<file path="config.mk">
export PLATFORM = sky130hd
export DESIGN_NAME = mem_arbiter_flat
export DESIGN_NICKNAME = d
export VERILOG_FILES = /design/src/rtl/mem_arbiter_pkg.sv /design/src/rtl/mem_arbiter_if.sv /design/src/rtl/mem_arb_watchdog.sv /design/src/rtl/mem_arbiter.sv /design/src/flat_wrapper.sv
export SDC_FILE = /design/constraint.sdc
export NUM_CORES = 1
export LEC_CHECK = 0
export ABC_CLOCK_PERIOD_IN_PS = 2140
export CORE_AREA = 4 4 334 336
export CTS_CLUSTER_DIAMETER = 30
export DETAILED_ROUTE_END_ITERATION = 8
export DIE_AREA = 0 0 338 340
export GPL_TIMING_DRIVEN = 0
export SLEW_MARGIN = 25
export SYNTH_ARGS = -nofsm -noshare
export SYNTH_HDL_FRONTEND = slang
export SYNTH_SLANG_ARGS = --single-unit
</file>
<file path="constraint.sdc">
create_clock -name clk -period 2.14 [get_ports clk]
set_input_delay 0.214 -clock clk [delete_from_list [all_inputs] [get_ports clk]]
set_output_delay 0.214 -clock clk [all_outputs]
set_load 0.02 [all_outputs]
</file>
<file path="src/rtl/mem_arbiter_pkg.sv">
// Shared types and widths for the I/D-cache to block-memory arbiter.
package mem_arbiter_pkg;

    localparam int MEM_ADDR_W = 28;
    localparam int MEM_DATA_W = 128;

    // Grant state; the encoding is fixed so other tools can decode it.
    typedef enum logic [1:0] {
        IDLE  = 2'd0,
        GNT_I = 2'd1,
        GNT_D = 2'd2
    } arb_state_t;

    // A port is requesting whenever either of its strobes is high.
    function automatic logic port_req(input logic rd, input logic wr);
        return rd | wr;
    endfunction

endpackage

</file>
<file path="src/rtl/mem_arbiter_if.sv">
// One block-memory request/response channel (cache side or memory side).
interface mem_arbiter_if;
    import mem_arbiter_pkg::*;

    logic                  read;
    logic                  write;
    logic [MEM_ADDR_W-1:0] addr;
    logic [MEM_DATA_W-1:0] wdata;
    logic [MEM_DATA_W-1:0] rdata;
    logic                  ready;

    // Requestor: issues accesses and receives data/completion.
    modport master (
        output read, write, addr, wdata,
        input  rdata, ready
    );

    // Responder: accepts accesses and returns data/completion.
    modport slave (
        input  read, write, addr, wdata,
        output rdata, ready
    );

endinterface

</file>
<file path="src/rtl/mem_arb_watchdog.sv">
// Stall watchdog: counts granted cycles without a memory completion and
// raises a sticky error once the count reaches TIMEOUT (0 disables it).
module mem_arb_watchdog #(
    parameter int TIMEOUT = 1023
) (
    input  logic clk,
    input  logic proc_reset,
    input  logic busy,
    input  logic restart,
    input  logic mem_ready,
    output logic mem_err
);

    localparam int CW = (TIMEOUT > 1) ? $clog2(TIMEOUT + 1) : 1;
    localparam logic [CW-1:0] LIMIT = CW'(TIMEOUT);

    logic [CW-1:0] count_reg;
    logic [CW-1:0] count_next;
    logic          err_reg;

    // Next count: clear on a new grant or a completion, else count up and saturate.
    always_comb begin
        count_next = count_reg;
        if (restart || (busy && mem_ready)) begin
            count_next = '0;
        end else if (busy && (count_reg != LIMIT)) begin
            count_next = count_reg + 1'b1;
        end
    end

    // Counter and sticky error; the error is taken from the next count so it
    // is visible in the very cycle the count reaches TIMEOUT.
    always_ff @(posedge clk) begin
        if (proc_reset) begin
            count_reg <= '0;
            err_reg   <= 1'b0;
        end else begin
            count_reg <= count_next;
            if ((TIMEOUT != 0) && busy && (count_next == LIMIT)) begin
                err_reg <= 1'b1;
            end
        end
    end

    assign mem_err = err_reg;

endmodule

</file>
<file path="src/rtl/mem_arbiter.sv">
// Shares one 128-bit block-memory port between the I-cache and D-cache.
// Alternates on contention and keeps the grant across a write-back so the
// following refill read is never split from its victim write.
module mem_arbiter
    import mem_arbiter_pkg::*;
#(
    parameter int TIMEOUT = 1023
) (
    input  logic          clk,
    input  logic          proc_reset,
    mem_arbiter_if.slave  ic_mem,
    mem_arbiter_if.slave  dc_mem,
    mem_arbiter_if.master mem,
    output logic          mem_err
);

    arb_state_t state_reg;
    logic       last_reg;   // most recent grantee: 0 = I, 1 = D

    logic ic_req;
    logic dc_req;
    logic restart;
    logic busy;

    assign ic_req  = port_req(ic_mem.read, ic_mem.write);
    assign dc_req  = port_req(dc_mem.read, dc_mem.write);
    assign restart = (state_reg == IDLE) && (ic_req || dc_req);
    assign busy    = (state_reg != IDLE);

    // Grant FSM: arbitrate from IDLE, release after a read completes or the
    // owner withdraws, stay granted after a completed write.
    always_ff @(posedge clk) begin
        if (proc_reset) begin
            state_reg <= IDLE;
            last_reg  <= 1'b0;
        end else begin
            case (state_reg)
                IDLE: begin
                    if (ic_req && dc_req) begin
                        if (last_reg) begin
                            state_reg <= GNT_I;
                            last_reg  <= 1'b0;
                        end else begin
                            state_reg <= GNT_D;
                            last_reg  <= 1'b1;
                        end
                    end else if (ic_req) begin
                        state_reg <= GNT_I;
                        last_reg  <= 1'b0;
                    end else if (dc_req) begin
                        state_reg <= GNT_D;
                        last_reg  <= 1'b1;
                    end
                end
                GNT_I: begin
                    if (mem.ready) begin
                        if (!ic_mem.write) state_reg <= IDLE;
                    end else if (!ic_req) begin
                        state_reg <= IDLE;
                    end
                end
                GNT_D: begin
                    if (mem.ready) begin
                        if (!dc_mem.write) state_reg <= IDLE;
                    end else if (!dc_req) begin
                        state_reg <= IDLE;
                    end
                end
                default: state_reg <= IDLE;
            endcase
        end
    end

    // Steering: the owner's request reaches memory and only the owner sees
    // the completion strobe; everything else reads 0.
    always_comb begin
        mem.read     = 1'b0;
        mem.write    = 1'b0;
        mem.addr     = '0;
        mem.wdata    = '0;
        ic_mem.ready = 1'b0;
        dc_mem.ready = 1'b0;
        case (state_reg)
            GNT_I: begin
                mem.read     = ic_mem.read;
                mem.write    = ic_mem.write;
                mem.addr     = ic_mem.addr;
                mem.wdata    = ic_mem.wdata;
                ic_mem.ready = mem.ready;
            end
            GNT_D: begin
                mem.read     = dc_mem.read;
                mem.write    = dc_mem.write;
                mem.addr     = dc_mem.addr;
                mem.wdata    = dc_mem.wdata;
                dc_mem.ready = mem.ready;
            end
            default: ;
        endcase
    end

    // Read data is broadcast; the ready strobe alone tells a cache it is valid.
    assign ic_mem.rdata = mem.rdata;
    assign dc_mem.rdata = mem.rdata;

    mem_arb_watchdog #(
        .TIMEOUT(TIMEOUT)
    ) u_watchdog (
        .clk       (clk),
        .proc_reset(proc_reset),
        .busy      (busy),
        .restart   (restart),
        .mem_ready (mem.ready),
        .mem_err   (mem_err)
    );

endmodule

</file>
<file path="src/flat_wrapper.sv">
// flat-port wrapper written by rule: the top's interface ports become plain ports
module mem_arbiter_flat import mem_arbiter_pkg::*;
#(
    parameter int TIMEOUT = 1023
)
  (clk, proc_reset, mem_err, ic_mem_read, ic_mem_write, ic_mem_addr, ic_mem_wdata, ic_mem_rdata, ic_mem_ready, dc_mem_read, dc_mem_write, dc_mem_addr, dc_mem_wdata, dc_mem_rdata, dc_mem_ready, mem_read, mem_write, mem_addr, mem_wdata, mem_rdata, mem_ready);
  mem_arbiter_if ic_mem_i ();
  mem_arbiter_if dc_mem_i ();
  mem_arbiter_if mem_i ();
  input  logic clk;
  input  logic proc_reset;
  output logic mem_err;
  input wire logic [$bits(ic_mem_i.read)-1:0] ic_mem_read;
  input wire logic [$bits(ic_mem_i.write)-1:0] ic_mem_write;
  input wire logic [$bits(ic_mem_i.addr)-1:0] ic_mem_addr;
  input wire logic [$bits(ic_mem_i.wdata)-1:0] ic_mem_wdata;
  output wire logic [$bits(ic_mem_i.rdata)-1:0] ic_mem_rdata;
  output wire logic [$bits(ic_mem_i.ready)-1:0] ic_mem_ready;
  input wire logic [$bits(dc_mem_i.read)-1:0] dc_mem_read;
  input wire logic [$bits(dc_mem_i.write)-1:0] dc_mem_write;
  input wire logic [$bits(dc_mem_i.addr)-1:0] dc_mem_addr;
  input wire logic [$bits(dc_mem_i.wdata)-1:0] dc_mem_wdata;
  output wire logic [$bits(dc_mem_i.rdata)-1:0] dc_mem_rdata;
  output wire logic [$bits(dc_mem_i.ready)-1:0] dc_mem_ready;
  output wire logic [$bits(mem_i.read)-1:0] mem_read;
  output wire logic [$bits(mem_i.write)-1:0] mem_write;
  output wire logic [$bits(mem_i.addr)-1:0] mem_addr;
  output wire logic [$bits(mem_i.wdata)-1:0] mem_wdata;
  input wire logic [$bits(mem_i.rdata)-1:0] mem_rdata;
  input wire logic [$bits(mem_i.ready)-1:0] mem_ready;
  assign ic_mem_i.read = ic_mem_read;
  assign ic_mem_i.write = ic_mem_write;
  assign ic_mem_i.addr = ic_mem_addr;
  assign ic_mem_i.wdata = ic_mem_wdata;
  assign ic_mem_rdata = ic_mem_i.rdata;
  assign ic_mem_ready = ic_mem_i.ready;
  assign dc_mem_i.read = dc_mem_read;
  assign dc_mem_i.write = dc_mem_write;
  assign dc_mem_i.addr = dc_mem_addr;
  assign dc_mem_i.wdata = dc_mem_wdata;
  assign dc_mem_rdata = dc_mem_i.rdata;
  assign dc_mem_ready = dc_mem_i.ready;
  assign mem_read = mem_i.read;
  assign mem_write = mem_i.write;
  assign mem_addr = mem_i.addr;
  assign mem_wdata = mem_i.wdata;
  assign mem_i.rdata = mem_rdata;
  assign mem_i.ready = mem_ready;
  mem_arbiter #(.TIMEOUT(TIMEOUT)) u_core (.clk(clk), .proc_reset(proc_reset), .ic_mem(ic_mem_i), .dc_mem(dc_mem_i), .mem(mem_i), .mem_err(mem_err));
endmodule
</file>
After elaboration in Yosys (flattened, before gate mapping)
Cells that the tools add are included.

Input port bits: 447. Flip-flop bits (word level): 14. Word-level logic and storage cells: 51.

Add/subtract/negate cells: 1. Bitwise logic cells: 2. Mux-type cells: 23. Reductions and logical operators: 12. Equality and inequality tests: 9.

Operator list (number): one-hot mux 128 bit (2 select lines) (1); one-hot mux 28 bit (2 select lines) (1); 2-to-1 mux 10 bit (2); 2-to-1 mux 2 bit (10); inequality test 3 bit (second input constant) (4); adder 10 x 1 -> 10 bit (second input constant) (1); == test 10 bit (second input constant) (1); inequality test 10 bit (second input constant) (1); 2-to-1 mux 1 bit (6); one-hot mux 2 bit (3 select lines) (1); logical AND 1 bit (5); AND reduction 5 bit (1); inequality test 4 x 2 -> 1 bit (second input constant) (1); one-hot mux 1 bit (2 select lines) (2); nonzero test 3 bit (1); == test 2 x 1 -> 1 bit (second input constant) (1); == test 2 bit (second input constant) (1); logical NOT 2 bit (1); logical OR 1 bit (2); OR 1 bit (2); AND reduction 2 bit (1); nonzero test 2 bit (1).

Depth between registers and ports, before layout
Depth in word-level cells: 7. Mapped depth: 8. Depth with buffers taken out: 7.

Hierarchy
Synthesis repeated with hierarchy kept, for this count alone.

Cell total of the unflattened synthesis: 722. Area total of the unflattened synthesis: 5203.7 um^2.

By module, submodules not included: mem_arbiter (instances 1, cells an instance 652, area each 4584.4 um^2); mem_arb_watchdog (instances 1, cells an instance 70, area each 619.3 um^2).

Worst setup path before layout
OpenSTA, ideal clock, no wires.

Path kind: flip-flop to output port. Start point: reg u_core.state_reg[0]. End point: out mem_wdata[0]. Arrival: 1708 ps. Cell stages (with the launch flop): 8. Setup slack: 218 ps. Cell sequence: dfxtp_1 -> inv_1 -> ha_1 -> clkbuf_1 -> clkbuf_1 -> buf_1 -> a22oi_1 -> nor2b_1.

Cells in the longest elaborated chain, start to end: 2. Elaborated cells between the ends (all ways): 3. Classes of those cells: eq/ne: 2; mux: 1.

RTL lines: start, declared (RTL line mem_arbiter.sv:17) `arb_state_t state_reg;`; start signal, assigned (RTL line mem_arbiter.sv:34) `state_reg <= IDLE;`; start signal, assigned (RTL line mem_arbiter.sv:41) `state_reg <= GNT_I;`; start signal, assigned (RTL line mem_arbiter.sv:44) `state_reg <= GNT_D;`; == test 2 bit or == test 2 x 1 -> 1 bit (tied branches) (RTL line mem_arbiter.sv:83) `case (state_reg)`; one-hot mux 128 bit (2 select lines) (*) (RTL line mem_arbiter.sv:83); end, declared (RTL line flat_wrapper.sv:28) `output wire logic [$bits(mem_i.wdata)-1:0] mem_wdata;`.

Mark *: on every way between the ends. The rest lies on a longest branch, timed or not.

Final worst setup path
Start point: reg u_core.state_reg[0]. End point: out mem_wdata[113].

Same word-level chain as after synthesis.

==> run summary <==
The flow ran to the end, but the final reports show violations. The checks that failed: setup timing. By instance count, the leading cell after synthesis is buf_4.

Dividing the detail-routed via count by the number of cells gives 2.92. The final critical-path share of the clock period is 107%, and the CTS H-tree depth is 1. The run gives 67 as the initial antenna violation count. Counting I/O delays and the setup requirement, the final critical path takes 2.28 ns. Critical path capture point type: an output port.

The synthesized design contains 0 enable-type register cells. Static timing analysis puts the maximum clock frequency at 0.438 GHz. The count of unresolved DRC violations after routing is 0, and the starting utilization of the core area is 4.70%. IR analysis of the VDD net gives a maximum drop of 298 µV. Of all flip-flops after synthesis, the portion carrying an async set or reset was 0%. The relative slew slack was 64.6%; the number of instances in the synthesized netlist was 725. The flip-flop count of the largest register, all copies and words added is 10.

The slowest stage of the critical path is the a22oi_2 cell. Dividing the detail-routed wire length by the instance count gives 26.8 µm. The min-delay analysis places its worst path in the category flop to flop. The run gives 0 as the number of synthesis warnings. The starting DRC count in detailed routing came out at 437. Setup violations remaining at the end of the flow were counted as 18. Power spread over the standard cell area amounts to 590 nW/µm².

Among cell families on the critical path, the largest total delay comes from buffers and inverters. The worst hold path begins at u_core.u_watchdog.mem_err. By count the netlist is led by buf_4 (256), nor2b_1 (162), a22oi_1 (158). The pre-antenna-repair detailed-routing pass consisted of 4 iterations.

Along the worst hold path, the cell count comes to 2. The root buffer cell is clkbuf_16. The area enclosed by the die boundary is 115000 µm².

The worst register-to-register path has a depth of 9. The final hold violation count is 0, and the post-detailed-placement half-perimeter wirelength is 70800 µm. The count of final max-slew check failures is 0, and the path length in cells of the critical path is 8. From synthesis to final layout, the design area changed by 208%. The synthesized design contains 14 register bits.

For the slack of the worst reg-to-reg path, the log shows 0.06 ns. Endpoint of the worst-slack reg-to-reg timing path: u_core.state_reg[0]. The logs give 8426 for the via count of the first global-routing pass and 121 for the row count. TritonCTS built the clock tree. The run gives 0 as the residual antenna-violating net count after detailed routing. The startpoint kind of the worst setup timing path was a flop. The synthesized area came out at 5100 µm². The static leakage was 5.85 nW; the share of synthesized area occupied by flip-flops and latches was 5.49%. The die height is 340 µm. The global-route wire length before repair was 93300 µm; the total wire length was 78200 µm.

The total overflow left after global routing is 0. The fraction of final layout cells sized beyond drive strength 1 is 41.7%, and the clock latency at the later pin of the worst-skew pair is 0.24 ns. STA puts the critical path data arrival time at 2.07 ns.

By area the synthesized netlist is led by buf_4 (38%), a22oi_1 (23%), nor2b_1 (20%), dfxtp_1 (5.5%), clkbuf_1 (3.8%). For hold timing, the worst endpoint is u_core.u_watchdog.mem_err. For the weighted congestion at the end of routability-driven global placement, the log shows 0.918.

The cell type with the largest total area after synthesis is buf_4. The critical-path maximum fanout came out at 5. Number of ports placed on the die boundary: 864.

The floorplan step set the die width to 338 µm. The number of clock buffers added by TritonCTS is 3. Entering global routing, the biggest net connects 11 pins. The worst path setup slack after routing came out at -0.142 ns. For the pin with the worst max-slew slack, the measured transition is 0.530 ns.

When the netlist entered floorplanning its net count stood at 1176. Clock transition at the registers of the reported paths: 0.05 ns. The most used flip-flop cell after synthesis is dfxtp_1. For the final clock skew, the log shows 0.00156 ns. The largest single stage delay on the critical path is 0.42 ns. Setup repair after global routing could not meet its margin everywhere. Together, buffers and inverters on the worst path number 5.

Counting every sink on the clock net gives 14. The share of synthesized area in the top cell type comes to 37.6%. The count of buffers inserted at the top-level ports was 735.

Traced cell by cell, the critical path runs through inv_4 > ha_4 > clkbuf_16 > buf_16 > clkbuf_16 > a22oi_2 > nor2b_2 > buf_6. In the final design database the tool counted 1939 nets. At the worst endpoint, the required time is 1.93 ns. The placed instances occupy a cell area of 14300 µm².

Tightest hold margin: 0.490 ns. The worst setup path is of the flop to output port kind. The total core area came out at 109000 µm². In this run the critical register-to-register path is launched from u_core.state_reg[0]. The average footprint of a synthesized cell is 7.04 µm². The synthesized netlist contains 34 unique library cells. Global routing consumed, over all layers together, 12.6% of the routing resources. The logs give 0 for the number of max-capacitance violations reported and 0 for the number of buffers added to fix hold violations after cts. The finished cells cover 15700 µm². The total number of vias is 8519.

By instance count, the cell type seen most on the critical path is clkbuf_16. The run gives 2 as the number of buffers between clock root and the deepest sink.
## area by class of cell
type / instances / area (µm²)
Antenna cell: 19 / 47.5
Tap cell: 1414 / 1770
Inverter: 4 / 20.0
Sequential cell: 14 / 288
Buffer: 306 / 2610
Timing Repair Buffer: 764 / 7550
Clock buffer: 3 / 75.1
Fill cell: 12400 / 92800
Multi-Input combinational cell: 395 / 3380
## repair_timing
| item | in CTS | in global routing |
|---|---|---|
| setup buffers | 14 | 9 |
| cloned | 5 | 0 |
| endpoints found under the hold margin | 0 | 0 |
| resized for setup | 946 | 146 |
| setup endpoints to repair | 162 | 129 |
| pin swaps | 25 | 21 |
## per-stage QoR
step	instances	utilization (%)	worst slack, ns	total power [mW]	TNS (ns)
CTS	2896	14.2	-0.292	9.25	-4.39
global route	2907	14.5	-0.223	9.83	-3.73
detailed placement	2876	13.2	-1.59	7.13	-145.87
floorplan	725	-	0.218	3.47	0
global placement	2874	13.1	-2.29	7.07	-226.28
finish	2919	14.5	-0.142	9.28	-1.16
## cells in the final DEF, fill, tap and decap left out, drive strengths merged, types with 4 or more instances in the layout
cell,synthesis,layout
nor2,15,15
and2,4,4
and3,4,4
o21ai,5,5
dlymetal6s2s,0,5
a31oi,4,4
clkbuf,52,54
a22oi,158,158
a21oi,5,5
nor2b,162,162
nor3,5,5
diode,0,19
dfxtp,14,14
buf,260,411
clkdlybuf4s15,0,16
dlygate4sd2,0,12
a211oi,4,4
ha,4,4
inv,4,4
clkdlybuf4s50,0,575
## kinds of logic (layout without fill, tap and decap cells)
logic type / Yosys count / in the layout / synth area share, %
buffers and inverters: 316 / 1077 / 42.2
and+or+nand+nor: 204 / 204 / 24.0
AOI/OAI and AO/OA: 183 / 183 / 26.6
DFF: 14 / 14 / 5.49
adders and majority gates: 4 / 4 / 0.980
xor gates and xnor gates: 3 / 3 / 0.515
muxes: 1 / 1 / 0.196
other: 0 / 19 / 0
## tightest hold or removal path, cell delays in order (launching register included)
cell and delay (ns):
dfxtp_1 0.33, nand2b_1 0.08, o31ai_2 0.05
## how the worst max path moves through the flow
stage,endpoint,startpoint
6_report,mem_wdata[113],u_core.state_reg[0]
5_1_grt,mem_wdata[113],u_core.state_reg[0]
4_1_cts,mem_wdata[113],u_core.state_reg[0]
3_5_place_dp,mem_wdata[126],u_core.state_reg[0]
3_3_place_gp,mem_addr[27],u_core.state_reg[0]
2_1_floorplan,mem_wdata[0],u_core.state_reg[0]
## power breakdown
| group | switching (mW) | internal (mW) | total [mW] |
|---|---|---|---|
| Sequential | 0.0252 | 0.285 | 0.310 |
| Combinational | 4.28 | 4.34 | 8.62 |
| Clock | 0.106 | 0.244 | 0.350 |
| Total | 4.41 | 4.87 | 9.28 |
## per-layer routing
metal / vias to the layer above / part of all wire [%] / GRT usage [%]
met1: 3989 / 40 / 15.5
met5: - / 0.50 / 0
met2: 552 / 43 / 19.7
met3: 117 / 14 / 7.15
met4: 60 / 1.6 / 1.72
li1: 3801 / - / -
No activity file was read; power rests on OpenSTA's default activity.
